$ cat config.mk
export PLATFORM = sky130hd
export DESIGN_NAME = axil_cfg_write
export DESIGN_NICKNAME = d
export VERILOG_FILES = /design/src/rtl/axil_cfg_pkg.sv /design/src/rtl/axil_cfg_addr_dec.sv /design/src/rtl/axil_cfg_write.sv
export SDC_FILE = /design/constraint.sdc
export NUM_CORES = 1
export LEC_CHECK = 0
export CAP_MARGIN = 30
export CORE_MARGIN = 5
export CORE_UTILIZATION = 45
export DETAILED_ROUTE_END_ITERATION = 6
export PLACE_DENSITY = 0.76
export RECOVER_POWER = 25
export SETUP_SLACK_MARGIN = 0.5
export SKIP_LAST_GASP = 1
export SLEW_MARGIN = 40
export SYNTH_ARGS = -nofsm -noshare
export SYNTH_HDL_FRONTEND = slang
export SYNTH_SLANG_ARGS = --single-unit
export TNS_END_PERCENT = 100
$ cat constraint.sdc
create_clock -name clk -period 3 [get_ports clk]
set_input_delay 0.3 -clock clk [delete_from_list [all_inputs] [get_ports clk]]
set_output_delay 0.3 -clock clk [all_outputs]
set_load 0.02 [all_outputs]
$ cat src/rtl/axil_cfg_pkg.sv
// Shared constants for the AXI-Lite config write path.
// Holds response codes, bank selects, FSM encoding and register/field numbers.
package axil_cfg_pkg;

  localparam logic [1:0] RESP_OKAY   = 2'b00;
  localparam logic [1:0] RESP_SLVERR = 2'b10;

  localparam logic [1:0] BSEL_B0 = 2'b00;
  localparam logic [1:0] BSEL_B1 = 2'b01;

  typedef enum logic [1:0] {
    ST_IDLE   = 2'd0,
    ST_COMMIT = 2'd1,
    ST_RESP   = 2'd2
  } state_t;

  localparam logic [7:0] F_SRC_ADDR = 8'd0;
  localparam logic [7:0] F_SRC_SIZE = 8'd1;
  localparam logic [7:0] F_DST_ADDR = 8'd2;
  localparam logic [7:0] F_DST_SIZE = 8'd3;
  localparam logic [7:0] F_STATUS   = 8'd4;
  localparam logic [7:0] F_PROFILE  = 8'd5;

  localparam logic [7:0] R_CONTROL  = 8'd0;
  localparam logic [7:0] R_END_CNT  = 8'd3;
  localparam logic [7:0] R_DMA_BASE = 8'd4;
  localparam logic [7:0] R_DFX_CTRL = 8'd5;

endpackage

$ cat src/rtl/axil_cfg_addr_dec.sv
// Combinational address decode for the config write path.
// Splits an AXI-Lite address into bank, slot index, field and error.
module axil_cfg_addr_dec #(
  parameter int ADDR_WIDTH    = 16,
  parameter int NUM_SLOTS     = 8,
  parameter int IDX_W         = 3,
  parameter int BANK0_NREGS   = 6,
  parameter int BANK1_NFIELDS = 6
) (
  input  logic [ADDR_WIDTH-1:0] addr,
  output logic                  bank,
  output logic [IDX_W-1:0]      index,
  output logic [7:0]            field,
  output logic                  err
);
  import axil_cfg_pkg::*;

  localparam int SW = ADDR_WIDTH - 8;

  logic [1:0]    bsel;
  logic [SW-1:0] slot;
  logic [3:0]    fld;
  logic          mis;

  assign bsel = addr[ADDR_WIDTH-1:ADDR_WIDTH-2];
  assign slot = addr[ADDR_WIDTH-3:6];
  assign fld  = addr[5:2];
  assign mis  = (addr[1:0] != 2'b00);

  // Range checks use the full slot bits so aliased indices are rejected.
  always_comb begin
    bank  = 1'b0;
    index = '0;
    field = '0;
    err   = 1'b1;
    unique case (1'b1)
      (bsel == BSEL_B0): begin
        field = 8'(slot);
        err   = mis | (slot >= SW'(BANK0_NREGS));
      end
      (bsel == BSEL_B1): begin
        bank  = 1'b1;
        index = slot[IDX_W-1:0];
        field = {4'b0000, fld};
        err   = mis
              | (slot >= SW'(NUM_SLOTS))
              | (fld >= 4'(BANK1_NFIELDS));
      end
      default: err = 1'b1;
    endcase
  end

endmodule

$ cat src/rtl/axil_cfg_write.sv
// AXI-Lite write slave that turns writes into one-cycle config commits.
// Build option AXIL_CFG_STRB_CHECK_EN rejects partial-strobe writes.
module axil_cfg_write #(
  parameter int ADDR_WIDTH    = 16,
  parameter int DATA_WIDTH    = 32,
  parameter int NUM_SLOTS     = 8,
  parameter int IDX_W         = 3,
  parameter int BANK0_NREGS   = 6,
  parameter int BANK1_NFIELDS = 6,
  parameter int ERR_CNT_W     = 8
) (
  input  logic                    clk,
  input  logic                    reset,
  input  logic [ADDR_WIDTH-1:0]   S_AXI_AWADDR,
  input  logic                    S_AXI_AWVALID,
  output logic                    S_AXI_AWREADY,
  input  logic [DATA_WIDTH-1:0]   S_AXI_WDATA,
  input  logic [DATA_WIDTH/8-1:0] S_AXI_WSTRB,
  input  logic                    S_AXI_WVALID,
  output logic                    S_AXI_WREADY,
  output logic [1:0]              S_AXI_BRESP,
  output logic                    S_AXI_BVALID,
  input  logic                    S_AXI_BREADY,
  output logic                    cfg_wr_valid,
  output logic                    cfg_wr_bank,
  output logic [IDX_W-1:0]        cfg_wr_index,
  output logic [7:0]              cfg_wr_field,
  output logic [DATA_WIDTH-1:0]   cfg_wr_data,
  output logic [DATA_WIDTH/8-1:0] cfg_wr_strb,
  output logic [ERR_CNT_W-1:0]    err_cnt
);
  import axil_cfg_pkg::*;

  localparam int SB = DATA_WIDTH / 8;

  state_t                state;
  logic                  aw_held;
  logic                  w_held;
  logic [ADDR_WIDTH-1:0] aw_addr;
  logic [DATA_WIDTH-1:0] w_data;
  logic [SB-1:0]         w_strb;
  logic                  cmt_err;

  logic                  aw_hs;
  logic                  w_hs;
  logic                  go;
  logic [ADDR_WIDTH-1:0] nxt_addr;
  logic [DATA_WIDTH-1:0] nxt_data;
  logic [SB-1:0]         nxt_strb;
  logic                  dec_bank;
  logic [IDX_W-1:0]      dec_index;
  logic [7:0]            dec_field;
  logic                  dec_err;
  logic                  wr_err;

  assign S_AXI_AWREADY = (state == ST_IDLE) && !aw_held;
  assign S_AXI_WREADY  = (state == ST_IDLE) && !w_held;

  assign aw_hs = S_AXI_AWVALID && S_AXI_AWREADY;
  assign w_hs  = S_AXI_WVALID && S_AXI_WREADY;
  assign go    = (aw_held || aw_hs) && (w_held || w_hs);

  // Bypass the holding regs so a same-edge beat decodes without a bubble.
  assign nxt_addr = aw_held ? aw_addr : S_AXI_AWADDR;
  assign nxt_data = w_held ? w_data : S_AXI_WDATA;
  assign nxt_strb = w_held ? w_strb : S_AXI_WSTRB;

  axil_cfg_addr_dec #(
    .ADDR_WIDTH    (ADDR_WIDTH),
    .NUM_SLOTS     (NUM_SLOTS),
    .IDX_W         (IDX_W),
    .BANK0_NREGS   (BANK0_NREGS),
    .BANK1_NFIELDS (BANK1_NFIELDS)
  ) u_dec (
    .addr  (nxt_addr),
    .bank  (dec_bank),
    .index (dec_index),
    .field (dec_field),
    .err   (dec_err)
  );

`ifdef AXIL_CFG_STRB_CHECK_EN
  assign wr_err = dec_err | (nxt_strb != {SB{1'b1}});
`else
  assign wr_err = dec_err;
`endif

  always_ff @(posedge clk) begin
    if (reset) begin
      state        <= ST_IDLE;
      aw_held      <= 1'b0;
      w_held       <= 1'b0;
      aw_addr      <= '0;
      w_data       <= '0;
      w_strb       <= '0;
      cmt_err      <= 1'b0;
      S_AXI_BVALID <= 1'b0;
      S_AXI_BRESP  <= RESP_OKAY;
      cfg_wr_valid <= 1'b0;
      cfg_wr_bank  <= 1'b0;
      cfg_wr_index <= '0;
      cfg_wr_field <= '0;
      cfg_wr_data  <= '0;
      cfg_wr_strb  <= '0;
      err_cnt      <= '0;
    end else begin
      if (aw_hs) begin
        aw_held <= 1'b1;
        aw_addr <= S_AXI_AWADDR;
      end
      if (w_hs) begin
        w_held <= 1'b1;
        w_data <= S_AXI_WDATA;
        w_strb <= S_AXI_WSTRB;
      end
      unique case (state)
        ST_IDLE: begin
          if (go) begin
            state        <= ST_COMMIT;
            cmt_err      <= wr_err;
            cfg_wr_valid <= !wr_err;
            cfg_wr_bank  <= dec_bank;
            cfg_wr_index <= dec_index;
            cfg_wr_field <= dec_field;
            cfg_wr_data  <= nxt_data;
            cfg_wr_strb  <= nxt_strb;
          end
        end
        ST_COMMIT: begin
          state        <= ST_RESP;
          cfg_wr_valid <= 1'b0;
          S_AXI_BVALID <= 1'b1;
          S_AXI_BRESP  <= cmt_err ? RESP_SLVERR : RESP_OKAY;
          if (cmt_err && (err_cnt != {ERR_CNT_W{1'b1}}))
            err_cnt <= err_cnt + ERR_CNT_W'(1);
        end
        ST_RESP: begin
          if (S_AXI_BREADY) begin
            state        <= ST_IDLE;
            S_AXI_BVALID <= 1'b0;
            aw_held      <= 1'b0;
            w_held       <= 1'b0;
          end
        end
        default: state <= ST_IDLE;
      endcase
    end
  end

endmodule

# After elaboration in Yosys (flattened, before gate mapping)

Cells that the tools add are included.

Memories kept: 0
Output and inout bits: 62
Input port bits: 57
Bits in latches: 0
Register bits after elaboration: 117
Memory bits (read-only): 0
Memory bits (writable): 0

Divide/modulo/power cells: 0
Shift operators: 0
Magnitude comparators: 3
Reductions and logical operators: 21
Bitwise logic cells: 3
Mux-type cells: 21
Multiply operators: 0
$add $sub $neg: 1
Equality and inequality tests: 6

Operators by type and width:

| cell                                                                  | number |
|---|---|
| 32-bit two-way mux                                                    | 1 |
| 16-bit two-way mux                                                    | 1 |
| 8-bit case mux with 2 select lines                                    | 1 |
| 2-bit AND reduction                                                   | 5 |
| 1-bit two-way mux                                                     | 9 |
| 8-bit by 1-bit adder with 8-bit output, second input constant         | 1 |
| 8-bit by 3-bit >= comparator with 1-bit output, second input constant | 1 |
| 8-bit by 4-bit >= comparator with 1-bit output, second input constant | 1 |
| 8-bit inequality test, second input constant                          | 1 |
| 1-bit logical AND                                                     | 6 |
| 2-bit two-way mux                                                     | 3 |
| 1-bit case mux with 2 select lines                                    | 3 |
| 2-bit case mux with 3 select lines                                    | 1 |
| 2-bit nonzero test                                                    | 3 |
| 2-bit by 1-bit == test with 1-bit output, second input constant       | 2 |
| 4-bit by 3-bit >= comparator with 1-bit output, second input constant | 1 |
| 2-bit logical NOT                                                     | 2 |
| 4-bit two-way mux                                                     | 1 |
| 2-bit inequality test, second input constant                          | 2 |
| 1-bit logical NOT                                                     | 3 |
| 3-bit two-way mux                                                     | 1 |
| 1-bit OR                                                              | 3 |
| 2-bit == test, second input constant                                  | 1 |
| 1-bit logical OR                                                      | 2 |

# Depth between registers and ports, before layout

Gate-level depths: netlist of run 1.

Depth in word-level cells: 8
Depth in mapped cells: 7
Mapped depth without buffers: 5

# Hierarchy

A second synthesis of run 1 with hierarchy kept.

Cells, all modules: 581
Area total of the unflattened synthesis: 5093.6 um^2

By module, submodules not included:

| module            | seq. area each (um^2) | instances | area each (um^2) | cells each |
|---|---|---|---|---|
| axil_cfg_write    | 2322.2                | 1         | 4944.7           | 557 |
| axil_cfg_addr_dec | 0.0                   | 1         | 148.9            | 24 |

# Worst setup path before layout of run 1

Ideal clock, no wire load.

Path kind: reg2reg
Start point: register state[1]
End point: register aw_addr[5]
Setup slack: 1.232 ns
Stages on the path, launching flop included: 7
Required time: 2.868 ns
Arrival time: 1.636 ns
Path through: dfxtp_1 > buf_6 > nor3_1 > nand2_1 > clkbuf_1 > nand2_1 > a21oi_1

Cells in the longest elaborated chain, start to end: 3

Ends and longest elaborated chain:

| item                   | line                  | source |
|---|---|---|
| start, declared        | axil_cfg_write.sv:36  | `state_t state;` |
| start signal, assigned | axil_cfg_write.sv:90  | `state <= ST_IDLE;` |
| start signal, assigned | axil_cfg_write.sv:119 | `state <= ST_COMMIT;` |
| start signal, assigned | axil_cfg_write.sv:130 | `state <= ST_RESP;` |
| 2-bit logical NOT      | axil_cfg_write.sv:56  | `assign S_AXI_AWREADY = (state == ST_IDLE) && !aw_held;` |
| 1-bit logical AND      | axil_cfg_write.sv:56  |  |
| via S_AXI_AWREADY      | axil_cfg_write.sv:16  | `output logic S_AXI_AWREADY,` |
| 1-bit logical AND      | axil_cfg_write.sv:59  | `assign aw_hs = S_AXI_AWVALID && S_AXI_AWREADY;` |
| end signal, assigned   | axil_cfg_write.sv:93  | `aw_addr <= '0;` |
| end signal, assigned   | axil_cfg_write.sv:109 | `aw_addr <= S_AXI_AWADDR;` |
| end, declared          | axil_cfg_write.sv:39  | `logic [ADDR_WIDTH-1:0] aw_addr;` |

The timed path passes the listed nets, and every way through them passes these cells.
A chain may end at the register's enable or synchronous reset.

# Worst setup path in the final report of run 1

Start point: register w_held
End point: output S_AXI_WREADY

Cells in the longest elaborated chain, start to end: 2

Ends and longest elaborated chain:

| item                   | line                  | source |
|---|---|---|
| start, declared        | axil_cfg_write.sv:38  | `logic w_held;` |
| start signal, assigned | axil_cfg_write.sv:92  | `w_held <= 1'b0;` |
| start signal, assigned | axil_cfg_write.sv:112 | `w_held <= 1'b1;` |
| start signal, assigned | axil_cfg_write.sv:142 | `w_held <= 1'b0;` |
| 1-bit logical NOT      | axil_cfg_write.sv:57  | `assign S_AXI_WREADY = (state == ST_IDLE) && !w_held;` |
| 1-bit logical AND      | axil_cfg_write.sv:57  |  |
| end, declared          | axil_cfg_write.sv:20  | `output logic S_AXI_WREADY,` |

No other way between the ends.

==> results of run 1 <==
[logic make-up after synthesis]
logic type      Yosys count  share of synthesized area (%)
mux                      53                           11.2
xor+xnor                  2                          0.356
fa+ha+maj                 1                          0.254
simple gates            208                           18.7
compound gates          126                           16.7
buf+inv                  46                           5.54
flops                   116                           47.2
other cells               1                         0.0762
[registers in the layout (all words and copies together), names as in the netlist, 2 cells and up]
signal	count
err_cnt	8
aw_addr	16
cfg_wr_index	3
w_data	32
cfg_wr_field	8
cfg_wr_strb	4
state	2
cfg_wr_data	32
w_strb	4
[metrics by stage]
| step | instance area (µm²) | std cells | util, % |
|---|---|---|---|
| 2_1_floorplan | 4920 | 553 | - |
| 5_1_grt | 6660 | 806 | 61.7 |
| 6_report | 6660 | 806 | 61.7 |
| 3_3_place_gp | 6080 | 774 | 56.3 |
| 4_1_cts | 6660 | 806 | 61.7 |
| 3_5_place_dp | 6080 | 774 | 56.3 |
[per-layer routing]
layer / routed length, µm / global-route usage [%] / share of wire (%)
met1: 5160 / 22.4 / 42
met5: 0 / 0 / 0
met4: 325 / 8.31 / 2.7
met3: 746 / 6.24 / 6.1
met2: 5980 / 31.3 / 49
[layout make-up]
type / count / area, µm²
repair buffers: 123 / 1240
multi-input cells: 391 / 2320
clock buffers: 21 / 459
well taps: 140 / 175
flip-flops and latches: 116 / 2320
inverters: 4 / 15.0
fillers: 900 / 4140
clock inverters: 11 / 125
[how the worst min path moves through the flow]
stage               start  slack, ps         endpoint  cells after the start
2_1_floorplan  aw_addr[2]        430       aw_addr[2]                      2
3_3_place_gp   w_data[20]        440       w_data[20]                      2
3_5_place_dp   w_data[13]        450       w_data[13]                      2
4_1_cts             reset        260   S_AXI_BRESP[1]                      2
5_1_grt             reset        300  cfg_wr_index[2]                      2
6_report            reset        270   S_AXI_BRESP[1]                      2
[worst max-delay path: stages, from the launching register on]
cell             delay, ps
dfxtp_2                510
nor3_1                 330
clkdlybuf4s50_1        690
[power by group]
part / internal (µW) / switching, µW / leakage [µW]
Clock: 1250 / 709 / 0.000273
Sequential: 1690 / 110 / 0.000951
Combinational: 410 / 480 / 0.00120
Total: 3340 / 1300 / 0.00242
[cell usage in the layout, fill, tap and decap left out, types with 3 or more instances in the layout]
master             n
nand2_1          119
dfxtp_1          115
clkdlybuf4s50_1  115
a21oi_1           64
nor2_1            53
mux2i_1           47
a211oi_1          38
clkbuf_16         16
nand3_1            6
a22oi_1            5
clkinvlp_4         5
mux2_2             4
inv_1              4
o2bb2ai_1          4
clkbuf_8           4
buf_4              4
nor3_1             3
nand2b_1           3
nand3b_1           3
or4_1              3
[timing repair]
action	4_1_cts	5_1_grt
setup buffers	0	0
setup endpoints to repair	0	1
resized for setup	0	1
endpoints found under the hold margin	0	0
==> qor.yml, run 1 <==
crit_end: "S_AXI_WREADY"
cts_buffers: 17
status: "complete, no violations"
reg2reg_depth: 5
synthTopCellsByArea: "dfxtp_1, mux2i_1, nand2_1, a21oi_1, a211oi_1"
finalCriticalPeriod_ps: 2340
syn_inst: 553
yosysWarnings: 0
routed_wl_mm: 12.2
cts_sinks: 116
fmax_ghz: 0.427
cts_tree: "built"
viasPerCell: 5.27
required_ps: 2700
setup_viol: 0
antenna_cells: 0
path_max_fanout: 21
drt_iter0_markers: 217
netlist-cell-type-count: 51
synth_ff_type: "dfxtp_1"
clkTransAtPathRegs_ps: 60
synth_area_per_cell_um2: 8.90
critPathCaptureType: "primary output"
root_buffer: "clkbuf_8"
fin_setup_tns_ps: 0
post-synth-top-count-cell: "nand2_1"
syn_area_um2: 4920
vdd_drop_max_v: 0.000376
grt_use_total_pct: 18.9
ys_seq_area_share_pct: 47.2
routedWlPerCell_um: 15.2
synth.largest_area_cell: "dfxtp_1"
hp-class: "input pin to flip-flop"
setup.worst_path.start_class: "flip-flop"
synth_top_area_share_pct: 47.2
timing.final.crit_share_pct: 78.2
place_ws_ps: 1030
clk_path_buf_depth: 2
synth_edf_count: 0
rows: 38
grt_overflow: 0
rsz0062_at_grt: "no"
dp.final_hpwl_mm: 8.26
cap_violations: 0
cts_max_level: 4
first_global_vias: 4225
synthArstFlopShare_pct: 0
fp.dieArea_um2: 13100
netlist_top_cells_count: "nand2_1, dfxtp_1, a21oi_1, nor2_1, mux2i_1"
gp_congestion: 0.836
rr_startpoint: "w_held"
vias: 4248
core-area_um2: 10800
drive_above_1_share_pct: 7.96
critical_path_class: "flip-flop to primary output"
worst_pin_slew_ps: 759
worstSetupStartpoint: "w_held"
antenna_left: 0
insertion_delay_ps: 520
io_pins: 119
drc_errors: 0
die_x_um: 115
slew_viol_final: 0
rr_endpoint: "w_data[18]"
area_growth_pct: 35.3
timing.hold.ws_ps: 267
synthesis.nets: 611
worstPathArrival_ps: 2040
drtPass1Iterations: 6
leakage_uw: 0.00242
grt_max_degree: 78
hold_viol: 0
power_density_nw_per_um2: 697
skew_ps: 7.06
r2r_slack_ps: 990
finalPower_uw: 4640
grt_pass1_wl_mm: 19.9
port_buffers: 117
cts_hold_buf: 0
fin_nets: 711
floorplan.initialDensity_pct: 45.6
synth_seq_cells: 116
fin_ws_ps: 655
slew-limit-headroom_pct: 48.9
die_h_um: 115
antenna_found_initial: 0
Note: power is estimated with default switching activity, not from simulation.
==> inputs of run 2 (changes only) <==
Settings changed: PLACE_DENSITY 0.76 to 0.79.
Clock period 3 ns to 1.95 ns, I/O delays scaled along.
==> run 2 against run 1 <==
Against the previous run: via count rose by 11%; non-clock buffer count rose by 49; final cell count rose by 6.1%; clock-buffer cell count is 4 lower; first-iteration DRC count is 41% higher; wire length rose by 30%; global-route usage grew 3.5 points; clock skew is 2.8 ps higher; worst setup slack got worse by 350 ps; critical path depth is 6 higher; sequential power is 54% higher; critical path type is now flip-flop to flip-flop; critical endpoint is now w_strb[1]; largest cell class is now multi-input gates.
==> qor.yml, run 2 (synthesis results as in run 1) <==
cts_sinks: 116  # unchanged
worstSetupStartpoint: "state[0]"
cap_violations: 0  # unchanged
p_comb_share_pct: 25.8  # +6.6 points
reg2reg_depth: 8  # +3
dp.final_hpwl_mm: 8.70  # +5.4%
finalCriticalPeriod_ps: 1640
leakage_uw: 0.00303  # +25%
p_int_uw: 5420  # +62%
io_pins: 119  # unchanged
cts_max_level: 4  # unchanged
routed_wl_mm: 15.9  # +30%
skew_ps: 9.85  # +2.79 ps
setup.worst_path.start_class: "flip-flop"
switchingPower_uw: 2430  # +87%
vdd_drop_max_v: 0.000639  # +70%
root_buffer: "clkbuf_8"
cts_buffers: 17  # unchanged
hold_depth: 2  # unchanged
slew_viol_final: 0  # unchanged
multi_input_area_um2: 2730  # +17%
drt_iter0_markers: 305  # +41%
layout_commonest_cell: "dfxtp_1"
rsz0062_at_grt: "yes"
worstPathArrival_ps: 2050  # about the same
timing.final.crit_share_pct: 84.2
die_x_um: 115  # unchanged
top_regs: "cfg_wr_data: 32 flops, w_data: 32 flops, aw_addr: 16 flops"
die_h_um: 115  # unchanged
first_global_vias: 4715  # +12%
grt_overflow: 0  # unchanged
core-area_um2: 10800  # unchanged
hold_viol: 0  # unchanged
area_growth_pct: 55.8
power_density_nw_per_um2: 1020  # +47%
critical_path_class: "flip-flop to flip-flop"
grt_pass1_wl_mm: 23.4  # +18%
crit_end: "w_strb[1]"
mostFrequentLayoutCells: "dfxtp_1, nand2_1, a21oi_1, clkdlybuf4s50_1, mux2i_1"
fp.dieArea_um2: 13100  # unchanged
fin_ws_ps: 308  # -348 ps
floorplan.initialDensity_pct: 45.6  # unchanged
drc_errors: 0  # unchanged
required_ps: 2360  # -340 ps
fmax_ghz: 0.609
drtPass1Iterations: 4  # -2
drive_above_1_share_pct: 25.2  # +17 points
cts_tree: "built"
path_max_fanout: 8  # -62%
grt_max_degree: 64  # -18%
routedWlPerCell_um: 18.5  # +22%
fin_nets: 760  # +6.9%
timing.hold.ws_ps: 101  # -166 ps
viasPerCell: 5.54  # +5.0%
dpl-instance-area_um2: 6180  # +1.6%
status: "complete, no violations"
fill_cells: 750  # -17%
clkTransAtPathRegs_ps: 60  # about the same
insertion_delay_ps: 510  # about the same
r2r_slack_ps: 310  # -680 ps
antenna_found_initial: 0  # unchanged
place_ws_ps: 119  # -910 ps
critPathCaptureType: "flip-flop"
p_clk_share_pct: 39.0  # -3.2 points
gp_congestion: 0.848  # +1.4%
rows: 38  # unchanged
setup_viol: 0  # unchanged
port_buffers: 117  # unchanged
rr_endpoint: "w_strb[1]"
hp-class: "input pin to flip-flop"
regArea_um2: 2340  # +0.54%
power_frac_seq_pct: 35.2  # -3.5 points
design_area_um2: 7670  # +15%
vias: 4733  # +11%
antenna_left: 0  # unchanged
sw_frac_of_total_pct: 30.9  # +3.0 points
fin_setup_tns_ps: 0  # unchanged
clk_path_buf_depth: 2  # unchanged
grt_use_total_pct: 22.4  # +3.5 points
rr_startpoint: "state[0]"
antenna_cells: 0  # unchanged
## run 2: cell types whose count changed in the layout (fill, tap and decap cells not counted), moves of 16 or more
cell / previous run / this run
clkdlybuf4s50_1: 115 / 55
dlygate4sd2_1: 0 / 40
a211oi_1: 38 / 16
a211oi_2: 0 / 22
nand2_1: 119 / 100
buf_6: 0 / 16
## run 2: repair_timing
action                                  4_1_cts  5_1_grt
resized for setup                           119      122
hold buffers                                  0        0
gates cloned                                  7        7
setup buffers                                19        7
endpoints found under the setup margin      117      113
pin swaps                                    16       32
## run 2: worst min-delay path by stage
stage,slack [ps],endpoint,from
2_1_floorplan,330,aw_addr[2],S_AXI_AWADDR[2]
3_3_place_gp,440,aw_addr[6],aw_addr[6]
3_5_place_dp,450,aw_addr[6],aw_addr[6]
4_1_cts,80,aw_addr[7],reset
5_1_grt,100,cfg_wr_field[3],reset
6_report,100,aw_addr[7],reset
## run 2: per-stage QoR
step / power [µW] / instances / utilization [%]
6_report: 7850 / 855 / 71.1
5_1_grt: 8140 / 855 / 71.1
4_1_cts: 7560 / 841 / 66.8
3_5_place_dp: 4240 / 783 / 57.2
3_3_place_gp: 4200 / 783 / 57.2
2_1_floorplan: 3680 / 553 / -
## run 2: power by group through the flow
stage	Combinational, µW	Clock, µW	Sequential, µW
after detailed placement	1460	0	2790
after floorplan	786	0	2890
final	2030	3060	2760
after global routing	2150	3200	2790
after CTS	1740	3080	2740
after global placement	1420	0	2780
## run 2: metal layers
layer  share of wire, %  track usage, %
met5                  0               0
met4                3.2            8.95
met3                5.6            5.60
met2                 52            38.5
met1                 39            26.7
## run 2: cell type report
type	instances	share of cell area [%]
well taps	140	2.28
multi-input cells	391	35.6
flip-flops and latches	116	30.5
repair buffers	172	23.9
clock buffers	17	5.40
clock inverters	15	2.22
inverters	4	0.196
## run 2: critical path: stages (launching register included)
cell	delay (ps)
dfxtp_1	440
clkbuf_1	230
nor3_4	70
buf_6	120
buf_6	110
nand2_8	120
buf_12	160
nand2_1	60
a21oi_1	240
==> inputs of run 3 (changes only) <==
Settings changed: PLACE_DENSITY 0.79 to 0.76.
Clock period 1.95 ns to 1.6 ns, I/O delays scaled along.
==> run 3 against run 2 <==
Against the previous run: the run now ends with negative setup slack left; total power up 33%; utilization grew 12 points; flip-flop and latch count unchanged; sequential share of layout area shrank 3.5 points; global-route usage increased by 3.4 points; critical path depth shrank 3; register-to-register slack got worse by 380 ps; hold slack improved by 140 ps; first-iteration DRC count rose by 5.6%; final cell count grew 6.8%; critical path type unchanged.
==> qor.yml, run 3 (synthesis results as in run 1) <==
fmax_ghz: 0.596  # -2.1%
leakage_uw: 0.00361  # +19%
die_x_um: 115  # unchanged
worstPathArrival_ps: 2100  # +50 ps
fp.dieArea_um2: 13100  # unchanged
top_usage_layer: "met2"
core-area_um2: 10800  # unchanged
cpPeakStageDelay_ps: 420  # -20 ps
mostFrequentLayoutCells: "buf_6, nand2_1, buf_4, dfxtp_1, clkdlybuf4s50_1"
gp_congestion: 0.801  # -5.6%
root_buffer: "clkbuf_8"
grt_pass1_wl_mm: 26.5  # +13%
cap_violations: 0  # unchanged
slew-limit-headroom_pct: 60.5
first_global_vias: 5142  # +9.1%
insertion_delay_ps: 510  # about the same
antenna_found_initial: 0  # unchanged
dp.final_hpwl_mm: 8.73  # +0.30%
fin_nets: 819  # +7.8%
drive_above_1_share_pct: 56.8  # +32 points
fill_cells: 555  # -26%
path_max_fanout: 7  # -1
setup_viol: 4  # +4
viasPerCell: 5.61  # +1.4%
status: "complete, but fails checks"
fin_ws_ps: -77.0  # -385 ps
routed_wl_mm: 19.4  # +23%
violations: "negative setup slack"
critPathCaptureType: "flip-flop"
vdd_drop_max_v: 0.000873  # +37%
setup.worst_path.start_class: "flip-flop"
worst_pin_slew_ps: 593
die_h_um: 115  # unchanged
drc_errors: 0  # unchanged
cpLargestDelayFamily: "flip-flops"
timing.hold.ws_ps: 238  # +137 ps
antenna_cells: 0  # unchanged
cts_sinks: 116  # unchanged
slew_viol_final: 0  # unchanged
required_ps: 2020  # -340 ps
met1_usage_pct: 28.5  # +1.8 points
routedWlPerCell_um: 21.3  # +15%
hp-class: "input pin to flip-flop"
area_growth_pct: 83.2
layout_commonest_cell: "buf_6"
cts_buffers: 17  # unchanged
met2_usage_pct: 47.0  # +8.4 points
grt_max_degree: 37  # -42%
finalCriticalPeriod_ps: 1680  # +34.6 ps
top_regs: "cfg_wr_data: 32 flops, w_data: 32 flops, aw_addr: 16 flops"
clk_path_buf_depth: 2  # unchanged
grt_use_total_pct: 25.8  # +3.4 points
fin_setup_tns_ps: -209  # -209 ps
drtPass1Iterations: 4  # unchanged
power_density_nw_per_um2: 1150  # +13%
critical_path_class: "flip-flop to flip-flop"
rsz0062_at_grt: "yes"
antenna_left: 0  # unchanged
grt_overflow: 0  # unchanged
crit_buf_inv: 1  # -3
hold_viol: 0  # unchanged
port_buffers: 117  # unchanged
clkTransAtPathRegs_ps: 60  # about the same
cts_tree: "built"
cp_cell_sequence: "buf_12, mux2i_1, a21oi_1, nand4bb_1, o32ai_2"
io_pins: 119  # unchanged
skew_ps: 6.78  # -3.07 ps
met3_usage_pct: 7.19  # +1.6 points
cts_max_level: 4  # unchanged
vias: 5125  # +8.3%
drt_iter0_markers: 322  # +5.6%
timing.final.crit_share_pct: 105  # +21 points
floorplan.initialDensity_pct: 45.6  # unchanged
finalCoreUtilization_pct: 83.5  # +12 points
cp_slowest_cell: "dfxtp_4"
rows: 38  # unchanged
[run 3: cell count changes in the layout (fill, tap and decap cells not counted), moves of 39 or more]
cell           previous run  this run
dfxtp_1                 111        54
a21oi_2                   2        43
dlygate4sd2_1            40         1
buf_4                    18        62
a21oi_1                  62        21
dfxtp_2                   2        49
buf_6                    16        80
[run 3: layout make-up]
| class | instances | area, µm² | share of cell area, % |
|---|---|---|---|
| clock buffers | 23 | 467 | 5.18 |
| clock inverters | 8 | 125 | 1.39 |
| inverters | 4 | 15.0 | 0.167 |
| multi-input cells | 393 | 3190 | 35.4 |
| flip-flops and latches | 116 | 2430 | 27.0 |
| well taps | 140 | 175 | 1.94 |
| repair buffers | 229 | 2610 | 28.9 |
[run 3: final timing paths]
| check | start | end | slack [ps] | cells past startpoint |
|---|---|---|---|---|
| worst max-delay path | aw_held | cfg_wr_valid | -80 | 5 |
| worst min-delay path | S_AXI_AWADDR[0] | aw_addr[0] | 240 | 3 |
| worst max register to register | aw_held | cfg_wr_valid | -80 | 5 |
| worst min register to register | aw_addr[6] | aw_addr[6] | 460 | 2 |
[run 3: worst min-delay path: stages]
cell	delay [ps]
clkdlybuf4s50_1	420
nand2_1	80
a21oi_2	50
[run 3: power breakdown]
group / switching [µW] / internal, µW
Sequential: 229 / 3180
Combinational: 1560 / 1610
Clock: 1330 / 2480
Total: 3120 / 7280
[run 3: stage by stage]
step	power, µW	instance area (µm²)	worst slack [ps]	cells
floorplan	4620	5180	102	553
CTS	9840	8210	33.2	887
global route	10800	9010	-102	913
detailed placement	5320	6480	-178	797
global placement	5250	6480	-159	797
finish	10400	9010	-77.0	913
[run 3: routing by layer]
metal / routed length, µm / up-vias / part of all wire (%)
met5: 0 / - / 0
met3: 1060 / 60 / 5.5
met2: 10300 / 195 / 53
met1: 7150 / 2521 / 37
li1: - / 2349 / -
met4: 896 / 0 / 4.6
[run 3: repair_timing]
action,CTS,global route
cloned,12,6
gates resized for setup,509,136
pin swaps,31,67
endpoints found under the setup margin,173,177
buffers inserted,46,20
hold buffers,1,0
endpoints found under the hold margin,3,0
